$ cat config.mk
export PLATFORM = sky130hd
export DESIGN_NAME = pwd_candidate_gen
export DESIGN_NICKNAME = d
export VERILOG_FILES = /design/src/rtl/pwd_candidate_gen.sv
export SDC_FILE = /design/constraint.sdc
export NUM_CORES = 2
export LEC_CHECK = 0
export ABC_CLOCK_PERIOD_IN_PS = 19430
export BUFFER_PORTS_ARGS = -buffer_cell sky130_fd_sc_hd__buf_2
export CORE_AREA = 3 3 380 382
export DETAILED_ROUTE_END_ITERATION = 16
export DIE_AREA = 0 0 383 385
export PLACE_DENSITY = 0.54
export SETUP_SLACK_MARGIN = 0.05
export SYNTH_ARGS = -nofsm -noshare
export SYNTH_HDL_FRONTEND = slang
export SYNTH_SLANG_ARGS = --single-unit
$ cat constraint.sdc
create_clock -name clk -period 19.43 [get_ports clk]
set_input_delay 1.943 -clock clk [delete_from_list [all_inputs] [get_ports clk]]
set_output_delay 1.943 -clock clk [all_outputs]
set_load 0.01 [all_outputs]
$ cat src/rtl/pwd_candidate_gen.sv
// pwd_candidate_gen: sweeps 8-digit ASCII decimal password candidates across LANES parallel lanes
// Ports: clk/reset_n clock and async active-low reset; start/stop sweep control; base lane-0 start string;
//        cand/lane_active/cand_valid/cand_ready candidate set with valid/ready handshake; busy/done status.
module pwd_candidate_gen #(
  parameter int LANES = 14,
  parameter int BLOCK = 7142858
) (
  input  logic                 clk,
  input  logic                 reset_n,
  input  logic                 start,
  input  logic                 stop,
  input  logic [63:0]          base,
  output logic [LANES*64-1:0]  cand,
  output logic [LANES-1:0]     lane_active,
  output logic                 cand_valid,
  input  logic                 cand_ready,
  output logic                 busy,
  output logic                 done
);
  typedef enum logic [1:0] {IDLE, INIT, ISSUE, DONE} state_t;
  localparam int IW = $clog2(LANES + 1);

  function automatic logic [31:0] to_bcd(input int v);
    logic [31:0] r;
    int x;
    x = v;
    r = '0;
    for (int i = 0; i < 8; i++) begin
      r[i*4 +: 4] = 4'(x % 10);
      x = x / 10;
    end
    return r;
  endfunction

  // {carry out of digit 7, 8-digit BCD sum}
  function automatic logic [32:0] bcd_add(input logic [31:0] a, input logic [31:0] b);
    logic [31:0] r;
    logic c;
    logic [4:0] s;
    r = '0;
    c = 1'b0;
    for (int i = 0; i < 8; i++) begin
      s = 5'(a[i*4 +: 4]) + 5'(b[i*4 +: 4]) + 5'(c);
      c = s > 5'd9;
      r[i*4 +: 4] = c ? 4'(s - 5'd10) : s[3:0];
    end
    return {c, r};
  endfunction

  localparam logic [31:0] BLOCK_BCD = to_bcd(BLOCK);

  state_t state, state_d;
  logic [IW-1:0] idx;
  logic [26:0] step;
  // acc carries the next lane start value through INIT; acc_ok drops once any add overflowed
  logic [31:0] acc;
  logic acc_ok;
  logic [31:0] lane [LANES];
  logic [31:0] base_bcd;
  logic [32:0] acc_sum;
  logic [32:0] inc [LANES];
  logic [LANES-1:0] next_act;
  logic hs, exhaust;

  assign cand_valid = state == ISSUE;
  assign busy = state != IDLE;
  assign done = state == DONE;
  assign acc_sum = bcd_add(acc, BLOCK_BCD);
  assign hs = cand_valid && cand_ready && !stop;
  assign exhaust = hs && (step == 27'(BLOCK - 1) || next_act == '0);

  always_comb begin
    base_bcd = '0;
    for (int i = 0; i < 8; i++) base_bcd[i*4 +: 4] = base[i*8 +: 4];
  end

  always_comb begin
    next_act = lane_active;
    for (int i = 0; i < LANES; i++) begin
      inc[i] = bcd_add(lane[i], 32'd1);
      next_act[i] = lane_active[i] & ~inc[i][32];
    end
  end

  always_comb begin
    cand = '0;
    for (int i = 0; i < LANES; i++)
      for (int j = 0; j < 8; j++) cand[i*64 + j*8 +: 8] = {4'h3, lane[i][j*4 +: 4]};
  end

  always_comb begin
    state_d = state;
    case (state)
      IDLE:    state_d = start ? INIT : IDLE;
      INIT:    state_d = stop ? IDLE : (idx == IW'(LANES - 1)) ? ISSUE : INIT;
      ISSUE:   state_d = stop ? IDLE : exhaust ? DONE : ISSUE;
      default: state_d = IDLE;
    endcase
  end

  always_ff @(posedge clk or negedge reset_n) begin
    if (!reset_n) begin
      state <= IDLE;
      idx <= '0;
      step <= '0;
      acc <= '0;
      acc_ok <= 1'b0;
      lane_active <= '0;
      for (int i = 0; i < LANES; i++) lane[i] <= '0;
    end else begin
      state <= state_d;
      if (state == IDLE && start) begin
        idx <= '0;
        step <= '0;
        acc <= base_bcd;
        acc_ok <= 1'b1;
        lane_active <= '0;
      end
      if (state == INIT) begin
        lane[idx] <= acc;
        lane_active[idx] <= acc_ok;
        acc <= acc_sum[31:0];
        acc_ok <= acc_ok & ~acc_sum[32];
        idx <= idx + 1'b1;
      end
      if (hs) begin
        for (int i = 0; i < LANES; i++) if (lane_active[i]) lane[i] <= inc[i][31:0];
        lane_active <= next_act;
        step <= step + 1'b1;
      end
    end
  end
endmodule

==> summary.md <==
| Metric | Value |
|---|---|
| Status | `finished, final reports clean` |
| Synth Warn # | `0` |
| CTS resizes | `0` |
| Post-synthesis sequential area ratio | `between 20% and 30%` |
| Ys async rst share | `100.0%` |
| Worst-path maximum fanout | `6` |
| Num CTS Buffers | `73` |
| Setup_tns | `0 ns` |
| # setup viols final | `0` |
| CTS Hold Buffers Added | `0` |
| Final Critical Period | `14.59 ns` |
| #FFs+latches synth | `~530` |
| Flop2flop setup slack | `4.84 ns` |
| Ys flop type | `dfrtp_1` |
| Design area | `just over 50000 um^2` |
| Mapped Cells | `~5500` |
| Num ports | `982` |
| Die area | `147500 um^2` |
| Root Driver | `clkbuf_16` |
| IO buf count | `roughly 500` |
| Area of placed instances | `49310 um^2` |
| Post-route ant nets | `0` |
| Largest net degree at the start of global routing | `just under 80` |
| CTS tree | `yes` |
| Synth area leader | `dfrtp_1` |
| First-pass GRT wire length | `about 250000 um` |
| Crit path kind | `flip-flop to flip-flop` |
| P&R area growth vs syn | `11.62%` |
| Die Wd | `~380 um` |
| Crit path launch | `cand[512]$_DFF_PN0_` |
| Cells on worst reg2reg path | `a little under 60` |
| Gr ovfl total | `0` |
| Clock Sinks | `around 530` |
| Initial antenna violation count | `24` |
| Crit-path slowest cell | `a311oi_1` |
| Core Region | `about 140000 um^2` |
| Iter 0 DRT Violations | `about 3000` |
| Fin crit share | `~75%` |
| Crit path max-delay family | `compound AO/OA/AOI/OAI gates` |
| F_max | `0.06852 GHz` |
| Yosys cell types | `87` |
| Final GP Congestion | `between 0.8 and 0.9` |
| CP most frequent cell | `ha_1` |
| Remaining DRCs | `0` |
| Area contributors post-synth | `dfrtp_1 (28%), ha_1 (13%), xnor2_1 (8.0%)` |
| Crit-path max cell delay | `roughly 0.5 ns` |
| Crit path capture | `state[0]$_DFF_PN0_` |
| Final Hold Viols | `0` |
| RSZ-0062 raised after global routing | `no` |
| WL per Instance | `roughly 22 um` |
| Clock slew at reported path FFs | `0.06 ns` |
| Row count | `roughly 140` |
| Nets | `between 6000 and 7000` |
| Total routed wirelength | `172300 um` |
| Worst min path class | `flip-flop to flip-flop` |
| Synth Area per Inst | `8.491 um^2` |
| # H-tree levels | `3` |
| Vias in the first global route | `37020` |
| Critical Path AT | `15.21 ns` |
| Via count | `between 40000 and 50000` |
| Cells after DPL | `between 7000 and 8000` |
| Number of buffers added for setup after CTS | `0` |
| Filler instances | `14550` |
| Total track usage | `roughly 22%` |
| Non-filler cells in the finished layout | `slightly below 8000` |
| Stages on worst setup path | `just under 60` |
| FF-to-FF End | `state[0]$_DFF_PN0_` |
| Slew @ Worst Pin | `between 1 and 1.5 ns` |
| Max Cap Viol | `0` |
| Via/cell ratio | `between 5 and 6` |
| Post-DP HPWL | `118900 um` |
| Die height | `about 390 um` |
| Share of post-route cells with drive strength above 1 | `roughly 15%` |
| Buf/Inv on CP | `0` |
| Critical Path RT | `about 20 ns` |
| Drt pass-1 iters | `5` |
| Commonest cells post-synth | `nand2_1 (569), dfrtp_1 (528), ha_1 (483)` |
| Fin. max-slew vios | `0` |
| Number of flops mapped to enable cells by yosys | `0` |
| Fin util | `around 37%` |
| Setup Skew | `0.03278 ns` |
| Worst R2R Start | `cand[512]$_DFF_PN0_` |
| Critical Path Start Type | `flip-flop` |
| Mapped Area | `~46000 um^2` |
| Initial Util | `about 33%` |
| Longest Clk Path Bufs | `3` |
| Worst skew pair latency | `0.70 ns` |
| Count leader, synth | `nand2_1` |
| CP endpoint kind | `flip-flop` |
| Top cell type's share of synthesized area | `28.46%` |
| Slew headroom | `about a fifth` |
-- area by class of cell --
type | count | area, um^2 | share of cell area [%]
Inverter | 279 | 1047 | 2.021
Antenna cell | 10 | 25.02 | 0.04830
Tap cell | 1890 | 2365 | 4.564
Sequential cell | 528 | 13240 | 25.55
Multi-Input combinational cell | 4422 | 29620 | 57.17
Clock buffer | 105 | 2141 | 4.132
Timing Repair Buffer | 571 | 3043 | 5.873
Clock inverter | 26 | 335.3 | 0.6472
-- worst min-delay path by stage --
stage | endpoint | slack, ns | cells past startpoint | start
2_1_floorplan | step[26]$_DFFE_PN0P_ | 0.45 | 1 | step[26]$_DFFE_PN0P_
3_3_place_gp | step[26]$_DFFE_PN0P_ | 0.47 | 1 | step[26]$_DFFE_PN0P_
3_5_place_dp | step[21]$_DFFE_PN0P_ | 0.47 | 1 | step[21]$_DFFE_PN0P_
4_1_cts | step[21]$_DFFE_PN0P_ | 0.49 | 1 | step[21]$_DFFE_PN0P_
5_1_grt | step[21]$_DFFE_PN0P_ | 0.51 | 1 | step[21]$_DFFE_PN0P_
6_report | step[21]$_DFFE_PN0P_ | 0.49 | 1 | step[21]$_DFFE_PN0P_
-- state kept, by name (all words and copies together), names as in the netlist --
signal       flops
cand           448
acc             32
step            27
lane_active     14
idx              4
state            2
acc_ok           1
-- placed cells by master (no fill, tap or decap), types with 103 or more instances in the layout --
cell type and n:
nand2_1 560, xnor2_1 423, a21oi_1 337, o22ai_1 104, nand3_1 151, a21boi_0 103
ha_1 483, dfrtp_1 508, inv_1 267, buf_2 500, o21ai_0 269, nor2_1 341
conb_1 448, mux2i_1 153, nand2b_1 108, a31oi_1 126
-- logic make-up after synthesis --
logic type,Yosys count,share of synthesized area [%]
xor+xnor,475,8.963
compound gates,1380,19.48
simple gates,1443,14.27
mux,193,4.270
other cells,2,0.01618
buf+inv,963,11.51
fa+ha+maj,483,13.02
flops,528,28.46
-- metal layers --
metal / wire length, um / track usage, % / up-vias
met3: 13590 / 5.835 / 229
met2: 77580 / 35.62 / 1293
li1: - / - / 19220
met1: 75110 / 29.41 / 19800
met4: 6002 / 7.453 / 8
met5: 50 / 0 / -
-- per-stage QoR --
step / hold slack [ns] / worst slack, ns
3_3_place_gp: 0.4663 / 5.175
3_5_place_dp: 0.4721 / 4.881
4_1_cts: 0.4879 / 4.832
5_1_grt: 0.5079 / 3.442
2_1_floorplan: 0.4459 / 6.959
6_report: 0.4915 / 4.836
Power is left out: the tool's default activity adds up to more than one toggle a clock period on the data nets, which glitch-free logic cannot reach.
